==> config.mk <==
export PLATFORM = sky130hd
export DESIGN_NAME = command_dispatcher
export DESIGN_NICKNAME = d
export VERILOG_FILES = /design/src/rtl/command_dispatcher_pkg.sv /design/src/rtl/command_dispatcher_fifo.sv /design/src/rtl/command_dispatcher.sv
export SDC_FILE = /design/constraint.sdc
export NUM_CORES = 1
export LEC_CHECK = 0
export CAP_MARGIN = 15
export CORE_MARGIN = 2
export CORE_UTILIZATION = 58
export CTS_CLUSTER_SIZE = 12
export DETAILED_ROUTE_END_ITERATION = 12
export GPL_TIMING_DRIVEN = 0
export PLACE_DENSITY = 0.79
export REMOVE_ABC_BUFFERS = 1
export SYNTH_ARGS = -nofsm -noshare
export SYNTH_HDL_FRONTEND = slang
export SYNTH_SLANG_ARGS = --single-unit
==> constraint.sdc <==
create_clock -name clk -period 6.7 [get_ports clk]
set_clock_uncertainty 0.1 [all_clocks]
set_input_delay 2.01 -clock clk [delete_from_list [all_inputs] [get_ports clk]]
set_output_delay 2.01 -clock clk [all_outputs]
set_load 0.01 [all_outputs]
==> src/rtl/command_dispatcher_pkg.sv <==
// Shared command definitions for the parser, dispatcher and controller interface.
package command_dispatcher_pkg;

    localparam int unsigned DEFAULT_DEPTH = 8;

    typedef enum logic [3:0] {
        G00, G01, G20, G21, G90, G91, M2, M6, M72
    } cmd_code_e;

    typedef struct packed {
        cmd_code_e   code;
        logic [15:0] x;
        logic [15:0] y;
    } command_t;

    function automatic logic is_program_end(input command_t c);
        return c.code == M2;
    endfunction

endpackage

==> src/rtl/command_dispatcher_fifo.sv <==
// Circular command buffer with synchronous flush; pointers wrap modulo DEPTH.
module command_fifo
    import command_dispatcher_pkg::*;
#(
    parameter int unsigned DEPTH = DEFAULT_DEPTH
) (
    input  logic                     clk,
    input  logic                     reset,
    input  logic                     push,
    input  logic                     pop,
    input  logic                     flush,
    input  command_t                 din,
    output logic                     full,
    output logic                     empty,
    output logic [$clog2(DEPTH):0]   count,
    output command_t                 head
);
    localparam int unsigned AW = $clog2(DEPTH);

    command_t        r_mem [DEPTH];
    logic [AW-1:0]   r_wptr;
    logic [AW-1:0]   r_rptr;
    logic [AW:0]     r_count;
    logic            w_push;
    logic            w_pop;

    assign full   = (r_count == (AW+1)'(DEPTH));
    assign empty  = (r_count == '0);
    assign count  = r_count;
    assign head   = r_mem[r_rptr];
    assign w_push = push && !full;
    assign w_pop  = pop && !empty;

    always_ff @(posedge clk) begin
        if (reset || flush) begin
            r_wptr  <= '0;
            r_rptr  <= '0;
            r_count <= '0;
        end else begin
            if (w_push) r_wptr <= r_wptr + AW'(1);
            if (w_pop)  r_rptr <= r_rptr + AW'(1);
            case ({w_push, w_pop})
                2'b10:   r_count <= r_count + (AW+1)'(1);
                2'b01:   r_count <= r_count - (AW+1)'(1);
                default: r_count <= r_count;
            endcase
        end
    end

    always_ff @(posedge clk) begin
        if (w_push && !reset && !flush) r_mem[r_wptr] <= din;
    end

endmodule

==> src/rtl/command_dispatcher.sv <==
// Buffers parsed commands and hands them to the controller one per handshake,
// with a one-cycle gap between transfers; stops at M2 until restart.
module command_dispatcher
    import command_dispatcher_pkg::*;
#(
    parameter int unsigned DEPTH = DEFAULT_DEPTH
) (
    input  logic                     clk,
    input  logic                     reset,
    input  logic                     wr_valid,
    input  command_t                 wr_cmd,
    output logic                     wr_ready,
    output command_t                 command_out,
    output logic                     memory_ready,
    input  logic                     controller_ready,
    input  logic                     restart,
    output logic                     program_done,
    output logic [$clog2(DEPTH):0]   count
);
    typedef enum logic [1:0] {IDLE, PRESENT, GAP, DONE} state_e;

    state_e    r_state;
    logic      r_memory_ready;
    logic      r_program_done;
    logic      w_full;
    logic      w_empty;
    logic      w_push;
    logic      w_pop;
    logic      w_head_end;
    logic      w_transfer;
    command_t  w_head;

    assign w_head_end = !w_empty && is_program_end(w_head);
    assign w_transfer = (r_state == PRESENT) && controller_ready;
    // M2 is dropped from the buffer on the edge that enters DONE.
    assign w_pop      = !restart &&
                        (w_transfer || (((r_state == IDLE) || (r_state == GAP)) && w_head_end));
    assign wr_ready   = !w_full && (r_state != DONE);
    assign w_push     = wr_valid && wr_ready && !restart;

    assign command_out  = w_head;
    assign memory_ready = r_memory_ready;
    assign program_done = r_program_done;

    command_fifo #(.DEPTH(DEPTH)) u_fifo (
        .clk   (clk),
        .reset (reset),
        .push  (w_push),
        .pop   (w_pop),
        .flush (restart),
        .din   (wr_cmd),
        .full  (w_full),
        .empty (w_empty),
        .count (count),
        .head  (w_head)
    );

    always_ff @(posedge clk) begin
        if (reset || restart) begin
            r_state        <= IDLE;
            r_memory_ready <= 1'b0;
            r_program_done <= 1'b0;
        end else begin
            case (r_state)
                // GAP makes the IDLE decision itself so a queued command is
                // re-presented after exactly one low cycle (1 per 2 cycles).
                IDLE, GAP: begin
                    if (w_head_end) begin
                        r_state        <= DONE;
                        r_memory_ready <= 1'b0;
                        r_program_done <= 1'b1;
                    end else if (!w_empty) begin
                        r_state        <= PRESENT;
                        r_memory_ready <= 1'b1;
                    end else begin
                        r_state        <= IDLE;
                        r_memory_ready <= 1'b0;
                    end
                end
                PRESENT: begin
                    if (controller_ready) begin
                        r_state        <= GAP;
                        r_memory_ready <= 1'b0;
                    end
                end
                DONE: begin
                    r_state        <= DONE;
                    r_memory_ready <= 1'b0;
                    r_program_done <= 1'b1;
                end
                default: begin
                    r_state        <= IDLE;
                    r_memory_ready <= 1'b0;
                end
            endcase
        end
    end

endmodule

==> results of run 1 <==
-- flip-flops by register name (all words and copies together) (netlist names), named ones only --
| signal | flops |
|---|---|
| program_done | 1 |
| r_state | 2 |
| u_fifo.r_wptr | 3 |
| memory_ready | 1 |
| u_fifo.r_mem | 288 |
| u_fifo.r_rptr | 3 |
| u_fifo.count | 4 |
-- power by group --
| group | internal (µW) | switching [µW] | leakage (µW) | total, µW |
|---|---|---|---|---|
| Clock | 838 | 639 | 0.000408 | 1480 |
| Combinational | 46.3 | 46.5 | 0.00120 | 92.8 |
| Sequential | 2090 | 3.58 | 0.00273 | 2100 |
-- synth_stat cells, types with 5 or more instances --
| master | instances |
|---|---|
| edfxtp_1 | 288 |
| mux4_2 | 71 |
| mux2_2 | 41 |
| dfxtp_1 | 17 |
| nor2_1 | 16 |
| clkbuf_1 | 11 |
| a21oi_1 | 10 |
| nand2b_1 | 9 |
| nand2_1 | 7 |
| buf_2 | 6 |
| ha_1 | 5 |
| inv_1 | 5 |
-- through the flow --
stage	total power [µW]	hold WS [ns]	setup slack, ns	cell area [µm²]	setup TNS (ns)
floorplan	2160	0.358	0.630	11600	0
global placement	2220	0.370	-2.16	12800	-202.23
detailed placement	2230	0.395	1.81	13100	0
CTS	3700	0.409	1.37	14000	0
global route	3770	0.458	1.26	14000	0
finish	3670	0.408	1.46	14000	0
-- final timing paths --
check | startpoint | end | slack, ns | cells past startpoint
min reg2reg | memory_ready | memory_ready | 0.41 | 2
min | memory_ready | memory_ready | 0.41 | 2
max reg2reg | register | u_fifo.count[3] | 2.58 | 14
max | register | command_out[34] | 1.46 | 4
-- cell families after synthesis --
logic type	share of synthesized area (%)
AO/OA/AOI/OAI	1.12
XOR/XNOR	0.299
multiplexers	17.8
adder cells (fa/ha/maj)	0.705
flip-flops	76.8
AND/OR/NAND/NOR	2.17
buffers and inverters	1.12
-- layer usage --
layer	vias to the layer above	track usage, %
met1	2886	28.6
met5	-	0
li1	2409	-
met2	166	36.2
met3	43	3.72
met4	0	6.02
-- layout make-up --
cell class                      instances  share of cell area, %
Tap cell                              265                   2.37
Sequential cell                       305                   64.3
Timing Repair Buffer                  101                   8.19
Inverter                                5                  0.134
Clock inverter                          2                  0.179
Multi-Input combinational cell        193                   18.9
Clock buffer                           48                   5.92
-- worst reg2reg max path, delay by kind of cell, from the launching register on --
kind | cells | cell delay [ns]
DFF | 1 | 0.81
buffers and inverters | 2 | 0.43
AOI/OAI and AO/OA | 4 | 0.61
muxes | 2 | 0.89
xor gates and xnor gates | 1 | 0.09
and+or+nand+nor | 3 | 0.58
adders and majority gates | 2 | 0.52
==> impl_metrics.env, run 1 <==
export IMPL_gp_congestion=0.726
export IMPL_hold_violations=0
export IMPL_cts_tree="done"
export IMPL_pin_count_of_the_biggest_net_entering_global_routing=60
export IMPL_drive_gt1_share_pct=27.2
export IMPL_timing_critical_path_slowest_stage_cell="dfxtp_4"
export IMPL_post_route_min_period_ns=5.24
export IMPL_critical_path_buf_inv_count=2
export IMPL_core_area_mm2=0.0197
export IMPL_grt_pass1_vias=5881
export IMPL_final_setup_viol_count=0
export IMPL_outcome="finished, final reports clean"
export IMPL_post_place_cells=869
export IMPL_final_cycle_utilization_of_the_critical_path_pct=78.2
export IMPL_clkLatencyLatePin_ns=0.55
export IMPL_cts_sinks=305
export IMPL_ys_types=36
export IMPL_cpLargestDelayFamily="multiplexers"
export IMPL_post_layout_utilization_of_the_core_pct=71.2
export IMPL_synth_area_leader_cell="edfxtp_1"
export IMPL_post_synthesis_async_set_or_reset_flop_share_pct=0
export IMPL_chipWidth_um=146
export IMPL_yosys_most_used_dff="edfxtp_1"
export IMPL_detailedPlacementHpwl_um=12900
export IMPL_met2_wirelength_um=11300
export IMPL_cts_post_setup_buffers_inserted=0
export IMPL_cts_resized_gates=0
export IMPL_floorplan_rows=51
export IMPL_netlist_area_mm2=0.0117
export IMPL_grt_setup_unrepaired="false"
export IMPL_cts_path_max_buffers=3
export IMPL_worst_pin_slew_ns=0.842
export IMPL_cp_max_fo=39
export IMPL_nFillCells=1186
export IMPL_post_layout_nonfiller_instances=919
export IMPL_finalMaxSlewViolations=0
export IMPL_hold_buffers=0
export IMPL_port_buffers=83
export IMPL_netlist_instances=526
export IMPL_leakage_uw=0.00434
export IMPL_crit_type="register to primary output"
export IMPL_antenna_found_initial=0
export IMPL_global_route_wire_length_before_repair_um=34200
export IMPL_routed_via_count=5504
export IMPL_met1_length_um=9030
export IMPL_cts_htree_levels=1
export IMPL_power_density_mw_per_mm2=262
export IMPL_synth_seq_cells=305
export IMPL_number_of_nets_still_failing_antenna_checks_after_routing=0
export IMPL_yosys_warnings=0
export IMPL_max_slew_margin_pct=43.8
export IMPL_inserted_diodes=0
export IMPL_ioPinCount=84
export IMPL_startpoint_type="register"
export IMPL_met3_wl_post_dr_um=1260
export IMPL_cts_reportedPaths_clkPinSlew_ns=0.06
export IMPL_routed_wirelength_um=22100
export IMPL_cpPeakStageDelay_ns=0.81
export IMPL_synth_edf_count=288
export IMPL_numCtsBuffers=30
export IMPL_synth_top_area_share_pct=73.9
export IMPL_worstPathCellList="buf_16 > mux4_2 > mux2_2 > clkdlybuf4s50_1"
export IMPL_die_area_mm2=0.0213
export IMPL_drt_drc_violations_left=0
export IMPL_vias_per_inst=5.99
export IMPL_yosysSeqAreaShare_pct=76.8
export IMPL_globalRouteTotalUtil_pct=21.2
export IMPL_setup_worst_path_end_class="primary output"
export IMPL_syn_to_final_growth_pct=19.5
export IMPL_grt_ovfl_total=0
export IMPL_initial_utilization_pct=59.6
export IMPL_root_buffer="clkbuf_16"
export IMPL_route_detailed_wl_per_inst_um=24.0
export IMPL_maxCapViolations=0
export IMPL_area_of_the_multi_input_gates_mm2=0.00264
export IMPL_most_common_layout_cells="288 x edfxtp_1, 83 x clkdlybuf4s50_1, 71 x mux4_2"
export IMPL_synth_top_cells_by_area="edfxtp_1 74%, mux4_2 14%, mux2_2 3.9%, dfxtp_1 2.9%, ha_1 0.53%"
export IMPL_drtIter0Drc=329
export IMPL_dr_max_layer_used="met4"
export IMPL_ff_latch_area_mm2=0.00900
export IMPL_die_height_um=146
export IMPL_highest_clock_frequency_the_design_can_meet_ghz=0.191
export IMPL_layout_cells_most_common="edfxtp_1"
export IMPL_crit_required_ns=4.59
export IMPL_worstHoldPathType="register to register"
export IMPL_fin_nets=683
export IMPL_syn_mean_instance_area_um2=22.3
export IMPL_ir_drop_uv=234
export IMPL_firstDrtPassIters=5
export IMPL_cp_data_arrival_time_ns=3.13
(Power assumes the default switching activity.)
==> run 2, diff against run 1 <==
--- a/config.mk
+++ b/config.mk
@@ -7,11 +7,11 @@
 export LEC_CHECK = 0
 export CAP_MARGIN = 15
 export CORE_MARGIN = 2
-export CORE_UTILIZATION = 58
+export CORE_UTILIZATION = 53
 export CTS_CLUSTER_SIZE = 12
 export DETAILED_ROUTE_END_ITERATION = 12
 export GPL_TIMING_DRIVEN = 0
-export PLACE_DENSITY = 0.79
+export PLACE_DENSITY = 0.76
 export REMOVE_ABC_BUFFERS = 1
 export SYNTH_ARGS = -nofsm -noshare
 export SYNTH_HDL_FRONTEND = slang
==> constraint.sdc (replaced) <==
create_clock -name clk -period 4.4 [get_ports clk]
set_clock_uncertainty 0.1 [all_clocks]
set_input_delay 1.32 -clock clk [delete_from_list [all_inputs] [get_ports clk]]
set_output_delay 1.32 -clock clk [all_outputs]
set_load 0.01 [all_outputs]
==> run 2 against run 1 <==
Cell area is 0.67% higher. Flip-flop and latch count stayed put. Cell count is 1.8% higher. Sequential power is 52% higher. Critical endpoint is now command_out[30].
==> impl_metrics.env, run 2 (synthesis results as in run 1) <==
export IMPL_outcome="finished, final reports clean"
export IMPL_syn_to_final_growth_pct=20.3
export IMPL_maxCapViolations=0
export IMPL_route_detailed_wl_per_inst_um=24.3
export IMPL_cts_htree_levels=1
export IMPL_met1_track_demand_over_resource_pct=28.0
export IMPL_crit_required_ns=2.98
export IMPL_crit_type="register to primary output"
export IMPL_power_total_uw=5640
export IMPL_number_of_nets_still_failing_antenna_checks_after_routing=0
export IMPL_hold_buffers=0
export IMPL_startpoint_type="register"
export IMPL_cts_path_max_buffers=3
export IMPL_cts_resized_gates=0
export IMPL_detailedPlacementHpwl_um=13400
export IMPL_max_slew_margin_pct=32.7
export IMPL_p_sw_share_pct=18.4
export IMPL_post_route_min_period_ns=4.24
export IMPL_cell_internal_pwr_uw=4600
export IMPL_firstDrtPassIters=4
export IMPL_final_cycle_utilization_of_the_critical_path_pct=96.3
export IMPL_layout_cells_most_common="edfxtp_1"
export IMPL_number_of_flip_flops_under_the_largest_register_name=288
export IMPL_gp_congestion=0.699
export IMPL_drive_gt1_share_pct=27.4
export IMPL_final_setup_viol_count=0
export IMPL_cts_post_setup_buffers_inserted=2
export IMPL_grt_ovfl_total=0
export IMPL_port_buffers=83
export IMPL_combinationalPowerShare_pct=2.5
export IMPL_global_route_usage_met2_pct=32.6
export IMPL_cts_tree="done"
export IMPL_cp_max_fo=33
export IMPL_power_frac_clock_pct=40.8
export IMPL_drtIter0Drc=378
export IMPL_root_buffer="clkbuf_16"
export IMPL_worstHoldPathType="register to register"
export IMPL_clkLatencyLatePin_ns=0.54
export IMPL_chipWidth_um=153
export IMPL_hold_violations=0
export IMPL_die_area_mm2=0.0233
export IMPL_pin_count_of_the_biggest_net_entering_global_routing=53
export IMPL_worst_pin_slew_ns=1.00
export IMPL_finalMaxSlewViolations=0
export IMPL_grt_setup_unrepaired="false"
export IMPL_cts_reportedPaths_clkPinSlew_ns=0.06
export IMPL_grt_pass1_vias=6010
export IMPL_die_height_um=153
export IMPL_ioPinCount=84
export IMPL_drt_drc_violations_left=0
export IMPL_leakage_uw=0.00437
export IMPL_cp_data_arrival_time_ns=2.82
export IMPL_cts_sinks=305
export IMPL_netSwitchingPower_uw=1040
export IMPL_numCtsBuffers=30
export IMPL_largest_register="u_fifo.r_mem"
export IMPL_routed_wirelength_um=22800
export IMPL_globalRoute_busiestLayer="met2"
export IMPL_ir_drop_uv=326
export IMPL_most_common_layout_cells="288 x edfxtp_1, 83 x clkdlybuf4s50_1, 71 x mux4_2"
export IMPL_core_area_mm2=0.0218
export IMPL_power_sequential_fraction_pct=56.7
export IMPL_power_density_mw_per_mm2=400
export IMPL_fin_nets=686
export IMPL_grt_use_met3_pct=3.61
export IMPL_nFillCells=1425
export IMPL_initial_utilization_pct=53.8
export IMPL_floorplan_rows=54
export IMPL_setup_worst_path_end_class="primary output"
export IMPL_highest_clock_frequency_the_design_can_meet_ghz=0.236
export IMPL_vias_per_inst=5.92
export IMPL_cell_area_after_placement_mm2=0.0132
export IMPL_global_route_wire_length_before_repair_um=34900
export IMPL_inserted_diodes=0
export IMPL_post_route_cell_area_mm2=0.0141
export IMPL_routed_via_count=5545
export IMPL_globalRouteTotalUtil_pct=19.9
export IMPL_antenna_found_initial=0
## run 2: cell count changes in the layout (fill, tap and decap cells not counted)
| cell | previous run | this run |
|---|---|---|
| clkbuf_8 | 1 | 0 |
| clkbuf_1 | 17 | 15 |
| buf_12 | 5 | 6 |
| clkbuf_16 | 30 | 31 |
| inv_6 | 1 | 0 |
| clkinv_1 | 0 | 2 |
| clkinv_8 | 1 | 0 |
| bufinv_16 | 0 | 1 |
| buf_16 | 4 | 5 |
| buf_6 | 8 | 9 |
## run 2: final timing paths
kind | startpoint | end | slack, ns | cells after the start
max | register | command_out[30] | 0.16 | 4
min | memory_ready | memory_ready | 0.41 | 2
max reg2reg | register | u_fifo.count[3] | 0.41 | 14
min reg2reg | memory_ready | memory_ready | 0.41 | 2
## run 2: cell type report
type | instances | area [µm²] | area share, %
repair buffers | 104 | 1200 | 8.55
multi-input cells | 193 | 2640 | 18.8
flip-flops and latches | 305 | 9000 | 63.9
clock buffers | 46 | 832 | 5.91
well taps | 280 | 350 | 2.49
clock inverters | 3 | 37.5 | 0.267
inverters | 5 | 18.8 | 0.133
## run 2: per-layer routing
| metal | part of all wire [%] | up-vias | wire (µm) |
|---|---|---|---|
| met1 | 43 | 2910 | 9740 |
| met2 | 49 | 190 | 11200 |
| met3 | 6.0 | 36 | 1360 |
| met5 | 0 | - | 0 |
| met4 | 2.1 | 0 | 488 |
| li1 | - | 2409 | - |
## run 2: metrics by stage
| stage | setup WS (ns) | hold WS [ns] | setup TNS (ns) | util, % | cells |
|---|---|---|---|---|---|
| 5_1_grt | 0.0472 | 0.439 | 0 | 64.7 | 936 |
| 3_3_place_gp | -3.96 | 0.368 | -780.06 | 58.7 | 866 |
| 2_1_floorplan | -1.62 | 0.358 | -85.21 | - | 503 |
| 3_5_place_dp | -0.168 | 0.392 | -1.21 | 60.5 | 885 |
| 6_report | 0.165 | 0.407 | 0 | 64.7 | 936 |
| 4_1_cts | 0.129 | 0.404 | 0 | 64.7 | 936 |
## run 2: power groups by stage
| stage | registers [µW] | logic, µW | clock network, µW |
|---|---|---|---|
| finish | 3190 | 141 | 2300 |
| floorplan | 3260 | 39.5 | 0 |
| detailed placement | 3250 | 142 | 0 |
| global placement | 3260 | 126 | 0 |
| CTS | 3190 | 143 | 2350 |
| global route | 3190 | 153 | 2460 |
## run 2: critical path, cell delays in order (launching register included)
cell and delay, ns:
dfxtp_4 0.58, buf_16 0.31, mux4_2 0.53, mux2_2 0.29, clkdlybuf4s50_1 0.54
